`config.mk`:
```
export PLATFORM = sky130hd
export DESIGN_NAME = cfg_reg_bank
export DESIGN_NICKNAME = d
export VERILOG_FILES = /design/src/rtl/cfg_reg_bank.sv
export SDC_FILE = /design/constraint.sdc
export NUM_CORES = 1
export LEC_CHECK = 0
export CORE_AREA = 2 2 352 354
export CTS_CLUSTER_SIZE = 8
export DETAILED_ROUTE_END_ITERATION = 12
export DIE_AREA = 0 0 354 356
export MAX_ROUTING_LAYER = met4
export PLACE_DENSITY = 0.44
export SETUP_SLACK_MARGIN = 0.05
export SYNTH_ARGS = -nofsm -noshare
export SYNTH_HDL_FRONTEND = slang
export SYNTH_SLANG_ARGS = --single-unit
export TNS_END_PERCENT = 30
```
`constraint.sdc`:
```
create_clock -name clk -period 1.25 [get_ports clk]
set_input_delay 0.375 -clock clk [delete_from_list [all_inputs] [get_ports clk]]
set_output_delay 0.375 -clock clk [all_outputs]
set_load 0.05 [all_outputs]
```
`src/rtl/cfg_reg_bank.sv`:
```
// Bank of NUM_REGS configuration/status registers behind a valid/ack bus.
// Each register is RW, RO (live input), W1C status, or WSC self-clearing pulse.
module cfg_reg_bank #(
    parameter int NUM_REGS       = 8,
    parameter int REG_ADDR_WIDTH = 32,
    parameter int REG_DATA_WIDTH = 32,
    parameter logic [REG_ADDR_WIDTH-1:0]          BASE_ADDR   = '0,
    parameter logic [NUM_REGS*REG_DATA_WIDTH-1:0] INIT_VALUES = '0,
    parameter logic [NUM_REGS*2-1:0]              REG_TYPES   = '0
) (
    input  logic                               clk,
    input  logic                               rstn,
    input  logic                               wr_vld,
    input  logic [REG_ADDR_WIDTH-1:0]          wr_addr,
    input  logic [REG_DATA_WIDTH-1:0]          wr_data,
    output logic                               wr_ack,
    output logic                               wr_err,
    input  logic                               rd_vld,
    input  logic [REG_ADDR_WIDTH-1:0]          rd_addr,
    output logic                               rd_ack,
    output logic [REG_DATA_WIDTH-1:0]          rd_data,
    output logic                               rd_err,
    input  logic [NUM_REGS*REG_DATA_WIDTH-1:0] ro_data,
    input  logic [NUM_REGS*REG_DATA_WIDTH-1:0] hw_set,
    output logic [NUM_REGS*REG_DATA_WIDTH-1:0] reg_data,
    output logic [NUM_REGS-1:0]                wr_pulse
);

    localparam int W  = REG_DATA_WIDTH;
    localparam int AW = REG_ADDR_WIDTH;
    localparam logic [1:0] T_RW  = 2'd0;
    localparam logic [1:0] T_RO  = 2'd1;
    localparam logic [1:0] T_W1C = 2'd2;
    localparam logic [1:0] T_WSC = 2'd3;
    localparam logic [AW-1:0] NUM_REGS_A = AW'(NUM_REGS);

    // Offset is forced to zero below the base so the subtraction never wraps.
    function automatic logic [AW-1:0] addr_off(input logic [AW-1:0] addr);
        return (addr >= BASE_ADDR) ? (addr - BASE_ADDR) : '0;
    endfunction

    function automatic logic addr_ok(input logic [AW-1:0] addr);
        logic [AW-1:0] off;
        off = addr_off(addr);
        return (addr >= BASE_ADDR) && (off[1:0] == 2'b00) && ((off >> 2) < NUM_REGS_A);
    endfunction

    logic [W-1:0]        q     [NUM_REGS];
    logic [W-1:0]        q_nxt [NUM_REGS];
    logic [W-1:0]        cur   [NUM_REGS];
    logic [NUM_REGS-1:0] wr_hit;
    logic [NUM_REGS-1:0] rd_hit;
    logic [NUM_REGS-1:0] ro_mask;
    logic [NUM_REGS-1:0] wr_ok;
    logic                wr_addr_ok;
    logic                rd_addr_ok;
    logic [AW-1:0]       wr_word;
    logic [AW-1:0]       rd_word;
    logic [W-1:0]        rd_val;
    logic                wr_err_nxt;

    always_comb begin
        wr_addr_ok = addr_ok(wr_addr);
        rd_addr_ok = addr_ok(rd_addr);
        wr_word    = addr_off(wr_addr) >> 2;
        rd_word    = addr_off(rd_addr) >> 2;
        rd_val     = '0;
        for (int i = 0; i < NUM_REGS; i++) begin
            ro_mask[i] = (REG_TYPES[i*2 +: 2] == T_RO);
            wr_hit[i]  = wr_vld && wr_addr_ok && (wr_word == AW'(i));
            rd_hit[i]  = rd_vld && rd_addr_ok && (rd_word == AW'(i));
            wr_ok[i]   = wr_hit[i] && !ro_mask[i];
            cur[i]     = ro_mask[i] ? ro_data[i*W +: W] : q[i];
            if (rd_hit[i]) rd_val = cur[i];
        end
        wr_err_nxt = wr_vld && (!wr_addr_ok || (|(wr_hit & ro_mask)));
    end

    // hw_set beats a same-cycle W1C clear; WSC falls back to its reset value.
    always_comb begin
        for (int i = 0; i < NUM_REGS; i++) begin
            q_nxt[i] = q[i];
            case (REG_TYPES[i*2 +: 2])
                T_RW:    if (wr_ok[i]) q_nxt[i] = wr_data;
                T_W1C:   q_nxt[i] = (wr_ok[i] ? (q[i] & ~wr_data) : q[i]) | hw_set[i*W +: W];
                T_WSC:   q_nxt[i] = wr_ok[i] ? wr_data : INIT_VALUES[i*W +: W];
                default: q_nxt[i] = q[i];
            endcase
        end
    end

    for (genvar g = 0; g < NUM_REGS; g++) begin : g_out
        assign reg_data[g*W +: W] = cur[g];
    end

    always_ff @(posedge clk or negedge rstn) begin
        if (!rstn) begin
            for (int i = 0; i < NUM_REGS; i++) q[i] <= INIT_VALUES[i*W +: W];
            wr_ack   <= 1'b0;
            wr_err   <= 1'b0;
            rd_ack   <= 1'b0;
            rd_err   <= 1'b0;
            rd_data  <= '0;
            wr_pulse <= '0;
        end else begin
            for (int i = 0; i < NUM_REGS; i++) q[i] <= q_nxt[i];
            wr_ack   <= wr_vld;
            wr_err   <= wr_err_nxt;
            rd_ack   <= rd_vld;
            rd_err   <= rd_vld && !rd_addr_ok;
            rd_data  <= rd_val;
            wr_pulse <= wr_ok;
        end
    end

endmodule

```
# Yosys cells after proc, flatten, opt, wreduce, memory -nomap -nowiden
# Index checks and enable logic that the tools add are counted.
# totals
reg_bits	300
out_inout_bits	300
# classes
order_cmp	4
n_eq_ne	14
muxes	10
reduce_logical	30
# op_table
operator	n
32-bit two-way mux	10
30-bit by 3-bit == test with 1-bit output (second input constant)	8
30-bit by 2-bit == test with 1-bit output (second input constant)	4
32-bit by 1-bit greater-or-equal comparator with 1-bit output (second input constant)	2
32-bit zero test	2
30-bit by 1-bit == test with 1-bit output (second input constant)	2
30-bit by 4-bit less-than comparator with 1-bit output (second input constant)	2
1-bit logical AND	24
2-bit zero test	2
1-bit zero test	2

# Logic depth before layout (Yosys ltp)
# logic_depth
depth_word	15
ltp_mapped	7
ltp_nobuf	4

# Worst setup path after synthesis
# No wires, ideal clock.
# synth_path
path_type	input -> register
startpoint	input wr_addr[17]
endpoint	register q (netlist bit reg_data[161])
arrival_time_ps	1930
t_required_ps	1125
slack_ps	-805
path_stages	6
cell_sequence	nor4_2 -> nand4_1 -> buf_4 -> nor3_2 -> buf_2 -> mux2_2
# synth_between
elab_chain_cells	7
# synth_lines
item	line	rtl
start: declaration	14	input logic [REG_ADDR_WIDTH-1:0] wr_addr,
parallel branches: the longest is 6 deep, another holds 32-bit by 1-bit greater-or-equal comparator with 1-bit output	-	
1-bit logical AND *	70	wr_hit[i] = wr_vld && wr_addr_ok && (wr_word == AW'(i));
end: declaration	48	logic [W-1:0] q [NUM_REGS];
# Mark *: on every way between the ends.
# A chain may end at the register's enable or synchronous reset.

# Worst setup path in the final report
# layout_path
startpoint	input wr_addr[17]
endpoint	register q (netlist bit reg_data[28])
# Same word-level chain as after synthesis.

==> metrics <==
outcome finished with violations; violated checks negative setup slack; Peak VDD IR 0.0008386 V; post-synthesis net count 1,628; CP Max Fanout 7; post-DP HPWL 54,680 um; most frequent cells in the layout buf_12, mux2_4, dfrtp_1, buf_6, dfrtp_2; NetSw 0.005907 W; Final Max Slew Viols 0; die footprint between 0.1 and 0.15 mm^2; Reg2Reg Depth 5; Routed Antenna Nets 0; Clk Latency, worst-skew pair 0.63 ns; Layout area overhead 114.2%; clock root cell clkbuf_16; H-tree depth 2; Die Height 356 um; clock slew at reported path FFs ~0.05 ns; total grt overflow 0; final hold vios 0; drt first pass iters 5; largest area contributor in the netlist dfrtp_1; r2r endpoint rd_data[18]$_DFF_PN0_; crit path launch type input pin; Logic pwr share ~7.5%; largest net degree at the start of global routing 65; IO Count 912; Vias 11,910; final WL ~79,000 um; GPL Wtd Cong 0.8238; CTS Buffer Depth 3; Syn Area/Cell 13.19 um^2; Worst EP required 1.76 ns; Cell Area, Synth about 0.013 mm^2; Warnings, synthesis 0; Worst R2R Start reg_data[242]$_DFFE_PN0P_; Routed wire per std cell 23.80 um; worst setup margin -0.5723 ns; via/cell ratio about 3.6; register area share after synthesis a little under three fifths; critical path endpoint reg_data[28]$_DFFE_PN0P_; DRC 0; RSZ-0062 raised after global routing yes; max_cap viols 0; Post-synth EDFFs 0; period utilization 145.8%; Clock power frac 51.2%; vias in the first global route 12,990; Post-Syn Instances 1,016; Worst setup startpoint wr_addr[17]; Core Area 0.1227 mm^2; nets@finish 2,295; Leak 12.04 nW; Slew headroom 69.26%; endpoints failing setup 590; clk sink count 300; #FFs+latches synth 300; Critical Path AT around 2.3 ns; Synth top area share 56.01%; final hold slack 0.1530 ns; Sw Share ~25%; PwrDens 820.5 mW/mm^2; Iteration-0 DRC Markers roughly 660; sequential share of power 41.3%; Primary FF master, synth dfrtp_1; first-pass GRT wire length 106,800 um; share of cells above drive strength 1 65.70%; setup slack at placement -1.649 ns; Crit Path Category in -> reg; Num CTS Buffers 45; Die W 354 um; Starting Density approximately 11%; number of port buffers approximately 400; setup tns final -233.45 ns; Synth area leaders dfrtp_1, mux2_2, mux2_1, mux2i_1, a221oi_1; Peak Freq 0.5488 GHz; crit end category flip-flop; row count 129; minimum clock period 1.822 ns; most common cell after layout, fill and taps aside buf_12; worst-margin pin slew 0.4580 ns; Min-Delay Path Class in -> reg; Total GRT Usage 12.47%; initial antenna violation count 12; Final Skew 0.03633 ns; flop2flop setup slack -0.27 ns; Synth cell types 40; Async SR Flop Fraction 100.0%; Internal 0.01765 W; CTS tree done; Overall Power between 0.02 and 0.025 W; source of the worst hold timing path wr_addr[2]
flip-flops by register name (all words and copies together), names as in the netlist:
name / cells
reg_data: 256
rd_data: 32
wr_pulse: 8
rd_ack: 1
rd_err: 1
wr_ack: 1
wr_err: 1
metrics by stage:
stage | utilization, % | cell area (um^2) | instances
6_report | 23.40 | 28710 | 3335
5_1_grt | 23.40 | 28710 | 3335
4_1_cts | 22.77 | 27940 | 3312
3_5_place_dp | 19.95 | 24480 | 3199
3_3_place_gp | 19.95 | 24480 | 3199
2_1_floorplan | - | 13570 | 1016
kinds of logic (layout without fill, tap and decap cells):
family,count (synthesis),in the layout,share of synthesized area (%)
AOI/OAI and AO/OA,183,183,8.915
and+or+nand+nor,156,156,7.422
buffers and inverters,76,751,2.661
DFF,300,300,56.01
muxes,301,301,24.99
other,0,7,0
routing by layer:
| layer | wire length [um] | track usage (%) | vias up |
|---|---|---|---|
| met5 | 0 | - | - |
| met4 | 1672 | 3.915 | 0 |
| met3 | 6841 | 4.548 | 82 |
| met2 | 34120 | 17.46 | 519 |
| met1 | 36760 | 16.53 | 6192 |
| li1 | - | - | 5121 |
how the worst min path moves through the flow:
stage                                      endpoint  slack, ns  depth (start not counted)
after floorplan                    rd_ack$_DFF_PN0_       0.08                          0
after global placement    reg_data[106]$_DFFE_PN0P_       0.26                          1
after detailed placement  reg_data[199]$_DFFE_PN0P_       0.26                          1
after CTS                     wr_pulse[2]$_DFF_PN0_       0.08                          3
after global routing          wr_pulse[2]$_DFF_PN0_       0.13                          3
final                         wr_pulse[2]$_DFF_PN0_       0.15                          3
synthesized netlist by cell type, drive strengths merged (12+ instances only):
master / count
clkbuf: 42
nor4: 15
and2: 30
nor4b: 12
a221oi: 35
buf: 33
o21ai: 53
nor2: 32
a31oi: 23
mux2i: 32
nand2: 28
dfrtp: 300
a211o: 23
mux2: 269
a21oi: 36
nor3: 12
layout make-up:
type                    count  area, um^2
clock buffers              48        1157
inverters                   1       5.005
flip-flops and latches    300        7647
well taps                1637        2048
repair buffers            695       10860
diodes                      7       17.52
multi-input cells         640        6792
clock inverters             7       185.2
fillers                 12820       93960
power groups by stage:
stage | Sequential, W | Combinational (W) | Clock (W)
after floorplan | 0.00992 | 0.000394 | 0
after global placement | 0.00990 | 0.00172 | 0
after detailed placement | 0.00990 | 0.00174 | 0
after CTS | 0.00974 | 0.00178 | 0.0124
after global routing | 0.00973 | 0.00190 | 0.0128
final | 0.00974 | 0.00176 | 0.0121
worst max-delay path: stages:
cell     delay (ns)
buf_6          0.09
nor4_4         0.27
nand4_1        0.18
buf_6          0.18
buf_12         0.13
nor4_4         0.30
buf_6          0.17
buf_8          0.14
buf_12         0.15
mux2_4         0.31
repair_timing:
action                                  CTS  global route
setup buffers                            36            16
hold buffers                              1             0
gates resized for setup                 434           237
hold endpoints to repair                197             0
cloned                                   22             7
endpoints found under the setup margin  597           593
pin swaps                                25            18
Note: power is estimated with default switching activity, not from simulation.
